--- src/rtl/tpumac_pkg.sv ---
// rtl/tpumac_pkg.sv - shared types, limits and helpers for the tpumac processing element
package tpumac_pkg;

  // Products travel the pipeline already extended to this width so the stage
  // type does not depend on the operand width of a particular instance.
  localparam int PROD_W = 64;

  // Accumulate arithmetic is done at this width; it leaves headroom above the
  // widest legal accumulator so the range test never loses the carry.
  localparam int SUM_W = 66;

  // One multiplier pipeline stage: a product and whether it is real.
  typedef struct packed {
    logic              valid;
    logic [PROD_W-1:0] product;
  } mac_stage_t;

  // Legal parameter combinations for the processing element.
  function automatic logic widths_ok(input int bits_ab, input int bits_c, input int mul_stages);
    return (bits_ab > 0) && (bits_c >= 2 * bits_ab) && (bits_c <= SUM_W - 4) &&
           (mul_stages >= 0) && (mul_stages <= 3);
  endfunction

  // Range test of a wide sum against a w-bit accumulator.
  // Returns {above_max, below_min}; both zero means the sum fits.
  function automatic logic [1:0] range_chk(input logic signed [SUM_W-1:0] s,
                                           input int w, input logic sgn);
    logic signed [SUM_W-1:0] one;
    logic signed [SUM_W-1:0] hi;
    logic signed [SUM_W-1:0] lo;
    one = SUM_W'(1);
    if (sgn) begin
      hi = (one <<< (w - 1)) - one;
      lo = -(one <<< (w - 1));
    end else begin
      hi = (one <<< w) - one;
      lo = '0;
    end
    return {s > hi, s < lo};
  endfunction

endpackage

--- src/rtl/tpumac_mulpipe.sv ---
// rtl/tpumac_mulpipe.sv - multiplier with an optional valid-tagged register chain
module tpumac_mulpipe
  import tpumac_pkg::*;
#(
  parameter int BITS_AB    = 8,
  parameter int MUL_STAGES = 0,
  parameter int SIGNED     = 1
) (
  input  logic               clk,
  input  logic               rst,
  input  logic               flush,
  input  logic               en,
  input  logic [BITS_AB-1:0] a,
  input  logic [BITS_AB-1:0] b,
  output logic               ret_valid,
  output logic [PROD_W-1:0]  ret_prod,
  output logic               busy
);

  localparam int PW2 = 2 * BITS_AB;

  logic [PW2-1:0]    p_raw;
  logic [PROD_W-1:0] p_ext;

  // Full-width product, extended to the carrier width according to the mode.
  always_comb begin
    if (SIGNED != 0) begin
      p_raw = PW2'($signed(a)) * PW2'($signed(b));
      p_ext = PROD_W'($signed(p_raw));
    end else begin
      p_raw = PW2'(a) * PW2'(b);
      p_ext = PROD_W'(p_raw);
    end
  end

  if (MUL_STAGES == 0) begin : g_comb
    // No registers: the product launched this cycle retires this cycle.
    logic unused_ok;
    assign unused_ok = &{1'b0, clk, rst, flush};
    assign ret_valid = en;
    assign ret_prod  = p_ext;
    assign busy      = 1'b0;
  end else begin : g_pipe
    mac_stage_t st [MUL_STAGES];

    // Advance the chain every cycle; reset and flush drop everything in flight.
    always_ff @(posedge clk) begin
      if (rst || flush) begin
        for (int i = 0; i < MUL_STAGES; i++) st[i] <= '0;
      end else begin
        st[0] <= '{valid: en, product: p_ext};
        for (int i = 1; i < MUL_STAGES; i++) st[i] <= st[i-1];
      end
    end

    // Anything valid anywhere in the chain counts as in flight.
    always_comb begin
      busy = 1'b0;
      for (int i = 0; i < MUL_STAGES; i++) busy = busy | st[i].valid;
    end

    assign ret_valid = st[MUL_STAGES-1].valid;
    assign ret_prod  = st[MUL_STAGES-1].product;
  end

endmodule

--- src/rtl/tpumac_pipe.sv ---
// rtl/tpumac_pipe.sv - parametrised systolic MAC processing element
module tpumac_pipe
  import tpumac_pkg::*;
#(
  parameter int BITS_AB    = 8,
  parameter int BITS_C     = 16,
  parameter int MUL_STAGES = 0,
  parameter int SIGNED     = 1,
  parameter int SATURATE   = 1
) (
  input  logic               clk,
  input  logic               rst,
  input  logic               en,
  input  logic               WrEn,
  input  logic               clr,
  input  logic [BITS_AB-1:0] Ain,
  input  logic [BITS_AB-1:0] Bin,
  input  logic [BITS_C-1:0]  Cin,
  output logic [BITS_AB-1:0] Aout,
  output logic [BITS_AB-1:0] Bout,
  output logic [BITS_C-1:0]  Cout,
  output logic               ovf,
  output logic               busy
);

  if (!widths_ok(BITS_AB, BITS_C, MUL_STAGES)) begin : g_width_bad
    $error("tpumac_pipe: illegal BITS_AB / BITS_C / MUL_STAGES combination");
  end

  localparam logic [BITS_C-1:0] C_MAX = (SIGNED != 0) ? {1'b0, {(BITS_C-1){1'b1}}}
                                                      : {BITS_C{1'b1}};
  localparam logic [BITS_C-1:0] C_MIN = (SIGNED != 0) ? {1'b1, {(BITS_C-1){1'b0}}}
                                                      : {BITS_C{1'b0}};

  logic                    ret_valid;
  logic [PROD_W-1:0]       ret_prod;
  logic [BITS_C-1:0]       base;
  logic signed [SUM_W-1:0] c_ext;
  logic signed [SUM_W-1:0] p_ext;
  logic signed [SUM_W-1:0] sum;
  logic [1:0]              rng;
  logic [BITS_C-1:0]       fit;
  logic                    add_of;
  logic [BITS_C-1:0]       c_nxt;
  logic                    ovf_nxt;

  tpumac_mulpipe #(
    .BITS_AB    (BITS_AB),
    .MUL_STAGES (MUL_STAGES),
    .SIGNED     (SIGNED)
  ) u_mul (
    .clk       (clk),
    .rst       (rst),
    .flush     (clr),
    .en        (en),
    .a         (Ain),
    .b         (Bin),
    .ret_valid (ret_valid),
    .ret_prod  (ret_prod),
    .busy      (busy)
  );

  // Forward the operands to the east and south neighbours on every launch.
  always_ff @(posedge clk) begin
    if (rst) begin
      Aout <= '0;
      Bout <= '0;
    end else if (en) begin
      Aout <= Ain;
      Bout <= Bin;
    end
  end

  // One adder serves both preload and accumulate; the base switches to Cin on WrEn.
  always_comb begin
    base = WrEn ? Cin : Cout;
    if (SIGNED != 0) c_ext = SUM_W'($signed(base));
    else             c_ext = SUM_W'(base);
    p_ext = ret_valid ? SUM_W'($signed(ret_prod)) : '0;
    sum   = c_ext + p_ext;
    rng   = range_chk(sum, BITS_C, SIGNED != 0);
    add_of = |rng;
    if (rng[1])      fit = (SATURATE != 0) ? C_MAX : sum[BITS_C-1:0];
    else if (rng[0]) fit = (SATURATE != 0) ? C_MIN : sum[BITS_C-1:0];
    else             fit = sum[BITS_C-1:0];
  end

  // Priority clr > WrEn > accumulate; a preload restarts the sticky flag.
  always_comb begin
    c_nxt   = Cout;
    ovf_nxt = ovf;
    if (clr) begin
      c_nxt   = '0;
      ovf_nxt = 1'b0;
    end else if (WrEn) begin
      c_nxt   = fit;
      ovf_nxt = add_of;
    end else if (ret_valid) begin
      c_nxt   = fit;
      ovf_nxt = ovf | add_of;
    end
  end

  // Accumulator and sticky overflow registers.
  always_ff @(posedge clk) begin
    if (rst) begin
      Cout <= '0;
      ovf  <= 1'b0;
    end else begin
      Cout <= c_nxt;
      ovf  <= ovf_nxt;
    end
  end

endmodule

--- config.mk ---
export PLATFORM = sky130hd
export DESIGN_NAME = tpumac_pipe
export DESIGN_NICKNAME = d
export VERILOG_FILES = /design/src/rtl/tpumac_pkg.sv /design/src/rtl/tpumac_mulpipe.sv /design/src/rtl/tpumac_pipe.sv
export SDC_FILE = /design/constraint.sdc
export NUM_CORES = 1
export LEC_CHECK = 0
export BUFFER_PORTS_ARGS = -buffer_cell sky130_fd_sc_hd__buf_2
export CORE_MARGIN = 10
export CORE_UTILIZATION = 37
export DETAILED_ROUTE_END_ITERATION = 12
export SLEW_MARGIN = 15
export SYNTH_ARGS = -nofsm -noshare
export SYNTH_HDL_FRONTEND = slang
export SYNTH_SLANG_ARGS = --single-unit
--- constraint.sdc ---
create_clock -name clk -period 9.24 [get_ports clk]
set_input_delay 0 -clock clk [delete_from_list [all_inputs] [get_ports clk]]
set_output_delay 0 -clock clk [all_outputs]
set_load 0.03 [all_outputs]
# == Word level (Yosys, flattened, before mapping) ==
# Cells that the tools add are included.
# word_totals
regBits,33
inputBits,37
out_inout_bits,34
elab_cells,20
# op_classes
add_sub_neg,1
multipliers,1
magnitude_cmp,2
muxes,8
bitwise,1
reduce_logical,3
# op_table
cell,count
16-bit two-way mux,5
16-bit by 66-bit adder with 66-bit output,1
"66-bit by 16-bit greater-than comparator with 1-bit output, second input constant",1
"66-bit by 16-bit less-than comparator with 1-bit output, second input constant",1
66-bit two-way mux,1
8-bit by 8-bit multiplier with 16-bit output,1
2-bit OR reduction,2
1-bit two-way mux,2
2-bit nonzero test,1
1-bit OR,1

# == Longest topological paths before layout ==
# depth
depth_word,8
ltp_mapped,34

# == Hierarchy ==
# Synthesis repeated with hierarchy kept, for this count alone.
# hier_totals
cells_unflattened,1384
hier_area_um2,10009.6
# by_module_without_submodules
module,n_inst,cells_each,area_each_um2,seq_area_each_um2
tpumac_pipe,1,1046,7091.8,660.6
tpumac_mulpipe,1,338,2917.8,0.0

# == Worst setup path after synthesis ==
# OpenSTA, ideal clock, no wires.
# synth_path
path_type,input port to flip-flop
from,input Ain[7]
to,register Cout[0]
setup_time_ns,0.127
arrival_time_ns,7.465
slack_ns,1.648
path_stages,29
n_path_buf,2
cell_sequence,clkbuf_1 -> nand2_1 -> fa_1 -> inv_1 -> fa_1 -> fa_1 -> inv_1 -> fa_1 -> inv_1 -> ha_1 -> a2111oi_0 -> nor3_1 -> nor3_1 -> nor4b_1 -> or2_2 -> ha_1 -> o21a_1 -> nor2_1 -> a31o_2 -> buf_2 -> fa_1 -> fa_1 -> or4b_2 -> nor4_1 -> nand4_1 -> a21oi_1 -> a2bb2oi_2 -> o21ai_2 -> nor2_1
# synth_via
elab_chain_len,8
elab_cells_between_ends,9
# synth_lines
item,line,text
"start, declared",tpumac_pipe.sv:16,"input logic [BITS_AB-1:0] Ain,"
8-bit by 8-bit multiplier with 16-bit output (*),tpumac_mulpipe.sv:28,p_raw = PW2'($signed(a)) * PW2'($signed(b));
66-bit two-way mux (*),tpumac_pipe.sv:79,p_ext = ret_valid ? SUM_W'($signed(ret_prod)) : '0;
16-bit by 66-bit adder with 66-bit output (*),tpumac_pipe.sv:80,sum = c_ext + p_ext;
66-bit by 16-bit less-than comparator with 1-bit output,tpumac_pkg.sv:39,"return {s > hi, s < lo};"
16-bit two-way mux,tpumac_pipe.sv:84,else if (rng[0]) fit = (SATURATE != 0) ? C_MIN : sum[BITS_C-1:0];
16-bit two-way mux (*),tpumac_pipe.sv:83,if (rng[1]) fit = (SATURATE != 0) ? C_MAX : sum[BITS_C-1:0];
16-bit two-way mux,tpumac_pipe.sv:98,end else if (ret_valid) begin
16-bit two-way mux (*),tpumac_pipe.sv:95,end else if (WrEn) begin
"end signal, assigned",tpumac_pipe.sv:110,Cout <= c_nxt;
"end, declared",tpumac_pipe.sv:21,"output logic [BITS_C-1:0] Cout,"
# Every way passes the cells marked *; elsewhere a longest branch is shown, timed or not. The select of a mux whose other input is x is not followed.
# A chain may end at the register's enable or synchronous reset.

# == Final worst setup path ==
# layout_path
from,input Bin[7]
to,register Cout[9]
# layout_via
elab_chain_len,8
elab_cells_between_ends,9
# layout_lines
item,line,text
"start, declared",tpumac_pipe.sv:17,"input logic [BITS_AB-1:0] Bin,"
8-bit by 8-bit multiplier with 16-bit output (*),tpumac_mulpipe.sv:28,
66-bit two-way mux (*),tpumac_pipe.sv:79,
16-bit by 66-bit adder with 66-bit output (*),tpumac_pipe.sv:80,
66-bit by 16-bit less-than comparator with 1-bit output,tpumac_pkg.sv:39,
16-bit two-way mux,tpumac_pipe.sv:84,
16-bit two-way mux (*),tpumac_pipe.sv:83,
16-bit two-way mux,tpumac_pipe.sv:98,
16-bit two-way mux (*),tpumac_pipe.sv:95,
# Marks and branches as above.

==> results by group <==
Drt
  • Iteration-0 DRC Markers: 179
  • Mean routed wirelength per cell: about 16 microns
  • # DRC: 0
  • Drt total wl: 13,100 microns
  • Via Count: 4,267
  • Vias per cell: around 5
  • Routed Antenna Nets: 0
  • DRT Pass-1 Iters: 4

Worst setup path
  • Most used cell, CP: fa_1
  • Startpoint Class: primary input
  • RR Endpoint: Cout[9]$_SDFFE_PP0P_
  • R2r startpoint: Cout[0]$_SDFFE_PP0P_
  • Crit Path Max Fanout: 19
  • Crit-path slowest cell: a2111oi_0
  • Worst Path Arrival: about 8.6 ns
  • Setup CP Type: primary input to flip-flop
  • Cell count of the worst reg-to-reg path: 16
  • Crit path required time: ~9.4 ns
  • Worst Setup End Kind: flip-flop
  • Setup slack, reg-to-reg: between 3 and 4 ns
  • Max incr delay on CP: just over 0.6 ns

CTS
  • Setup bufs post-CTS: 0
  • H-tree depth: 2
  • CTS Buffer Depth: 2
  • Root Buffer: clkbuf_16
  • TritonCTS clock tree: built
  • Num CTS Buffers: 5
  • Worst-Skew Late Latency: 0.30 ns
  • Clock sink count: 33
  • # hold bufs at CTS: 0
  • # resized after CTS: 0
  • Clock-pin slew on the worst setup and hold paths: approximately 0.060 ns

GRT
  • Layer with the highest usage: met2
  • Remaining global-route overflow: 0
  • Number of global-route vias before repair: approximately 4,500
  • Met2 Resource Use GR: around 23%
  • GRT Overall Usage: between 10% and 20%
  • Largest net degree at the start of global routing: 37
  • Met3 Track Usage GR: approximately 3.1%
  • Number of antenna violations at the first check in global routing: 1
  • GR Util met1: between 15 and 20%
  • First-pass GRT wire length: 22,300 microns

Synthesis
  • Post-synthesis cell count: approximately 590
  • Syn Area/Cell: around 9.0 sq um
  • Synth Net Count: roughly 750
  • Number of synthesized flops with an enable pin: 0
  • Seq/Total Area, Yosys: between 10% and 20%
  • Ys async rst share: 0%
  • Yosys warning count: 0
  • Synth cell types: 57
  • Mapped Area: 5340 sq um
  • Synth Flop Type: dfxtp_1
  • #FFs+latches synth: 33

Worst hold path
  • Hold_sp: clr
  • Hold depth: 3
  • WHS Endpoint: Cout[15]$_SDFFE_PP0P_
  • Min-delay worst type: primary input to flip-flop

Timing
  • F_max: 119 MHz
  • Fin Setup TNS: 0 ns
  • # setup viols final: 0
  • RSZ-0062 raised after global routing: false
  • Final hold violation count: 0
  • Fin crit period: 8.40 ns
  • Final period util: 90.9%
  • Slew HR: ~36%
  • Final clock skew: 0.00803 ns
  • Worst Tran Pin Value: approximately 0.95 ns
  • Max Slew Vio Count: 0

Floorplan
  • FP Rows: between 40 and 50
  • Die Wd: approximately 140 microns
  • I/O pins: 71
  • Die footprint: ~20,000 sq um
  • Core Region: ~14,000 sq um
  • Die H: approximately 140 microns
  • Starting Density: approximately two fifths

Pwr
  • Switching share of total power: a little over half
  • Pleak: 2.97 nW
  • Power density over the cells: roughly 380 nW/um^2
  • Sequential Power Share: under 10%
  • Clock share of power: 7.2%
  • Power Internal: 1.10 mW
  • Combinational share of power: between 80% and 90%
  • P_sw: ~1.2 mW
  • Worst IR drop on VDD: between 0.15 and 0.2 mV

Placement
  • Post-DP HPWL: 11,100 microns
  • Dpl cell area: ~5900 sq um
  • Count of input and output buffers: approximately 70
  • Post-Place Cells: a little over 800
  • Final GP Congestion: 0.883

Finish
  • Layout cells sized above 1: 16.6%
  • Most common cell after layout, fill and taps aside: inv_1
  • N_diodes: 0
  • Final Net Count: just over 800
  • Design area: roughly 6000 sq um
  • Area delta synth->final: 12.4%
  • Fill cells: approximately 1,400
  • Layout Cells excl Fill: 835
  • Most frequent cells in the layout: 90 x inv_1, 76 x fa_1, 69 x buf_2

Job
  • Max-cap check violation count: 0

Status
  • Status: completed
synth_stat cells (2+ instances only):
cell	number	share of area, %
nor2b_1	7	0.82
or2_2	4	0.47
nand4b_1	5	0.82
buf_1	3	0.21
and2_1	49	5.7
nor3_1	7	0.66
nor4b_1	4	0.66
o22ai_1	11	1.3
nand2_1	26	1.8
mux2_2	16	3.4
nand3_1	7	0.66
nand4_1	4	0.47
clkbuf_1	8	0.56
nor4_1	4	0.47
o211ai_1	3	0.42
a2bb2oi_2	2	0.56
a21o_1	6	0.84
xor2_1	6	0.98
buf_2	2	0.19
nor3b_1	3	0.42
and3_1	2	0.23
a31o_2	2	0.33
or3_1	4	0.47
nor2_1	50	3.5
nand2b_1	7	0.82
ha_1	45	11
dfxtp_1	33	12
or4_1	3	0.42
a31oi_1	2	0.23
fa_1	76	29
a211oi_1	4	0.56
o21a_1	5	0.70
o221a_2	3	0.63
a211o_1	2	0.33
a21oi_1	19	1.8
o21ai_0	14	1.3
xnor2_1	18	3.0
inv_1	90	6.3
mux2i_1	17	3.2
per-stage QoR:
step	total power [mW]	setup slack [ns]	hold WS (ns)	util (%)
floorplan	1.72	1.65	0.147	-
global placement	2.13	0.656	0.327	41.9
detailed placement	2.14	0.579	0.326	41.9
CTS	2.32	0.889	0.0213	42.9
global route	2.58	0.110	0.0294	42.9
finish	2.30	0.838	0.0259	42.9
how the worst max path moves through the flow:
stage	from	end	slack [ns]	depth (start not counted)
after floorplan	Ain[7]	Cout[0]$_SDFFE_PP0P_	1.65	29
after global placement	Bin[7]	Cout[14]$_SDFFE_PP0P_	0.66	28
after detailed placement	Bin[7]	Cout[7]$_SDFFE_PP0P_	0.58	29
after CTS	Bin[7]	Cout[7]$_SDFFE_PP0P_	0.89	29
after global routing	Bin[7]	Cout[3]$_SDFFE_PP0P_	0.11	29
final	Bin[7]	Cout[9]$_SDFFE_PP0P_	0.84	29
power by group through the flow:
stage                     clock network, mW  registers, mW  logic (mW)
final                                 0.166          0.211        1.92
after global routing                  0.175          0.217        2.19
after CTS                             0.170          0.211        1.94
after detailed placement                  0          0.214        1.93
after global placement                    0          0.212        1.92
after floorplan                           0          0.281        1.43
cell families after synthesis:
kind of cell	synth area share [%]
compound gates	11.5
other cells	0.0703
xor+xnor	3.94
flops	12.4
fa+ha+maj	39.1
buf+inv	7.43
simple gates	19.0
mux	6.57
area by class of cell:
cell class              instances  area [sq um]  share of cell area (%)
clock buffers                   5           125                    2.09
clock inverters                 3          17.5                   0.292
inverters                      90           338                    5.63
multi-input cells             454          4280                    71.3
flip-flops and latches         33           661                    11.0
well taps                     180           225                    3.76
repair buffers                 70           353                    5.88
state kept, by name (all words and copies together) (netlist names):
register,count
Bout,8
ovf,1
Aout,8
Cout,16
per-layer routing:
layer | part of all wire [%] | up-vias
li1 | - | 2083
met1 | 44 | 2093
met2 | 49 | 71
met3 | 4.9 | 18
met4 | 1.7 | 2
met5 | 0.13 | -
critical path, delay by kind of cell:
kind	cells	cell delay (ns)
XOR/XNOR	1	0.08
AO/OA/AOI/OAI	6	2.20
buffers and inverters	4	0.44
adder cells (fa/ha/maj)	8	3.58
AND/OR/NAND/NOR	10	2.27
(Power assumes the default switching activity.)
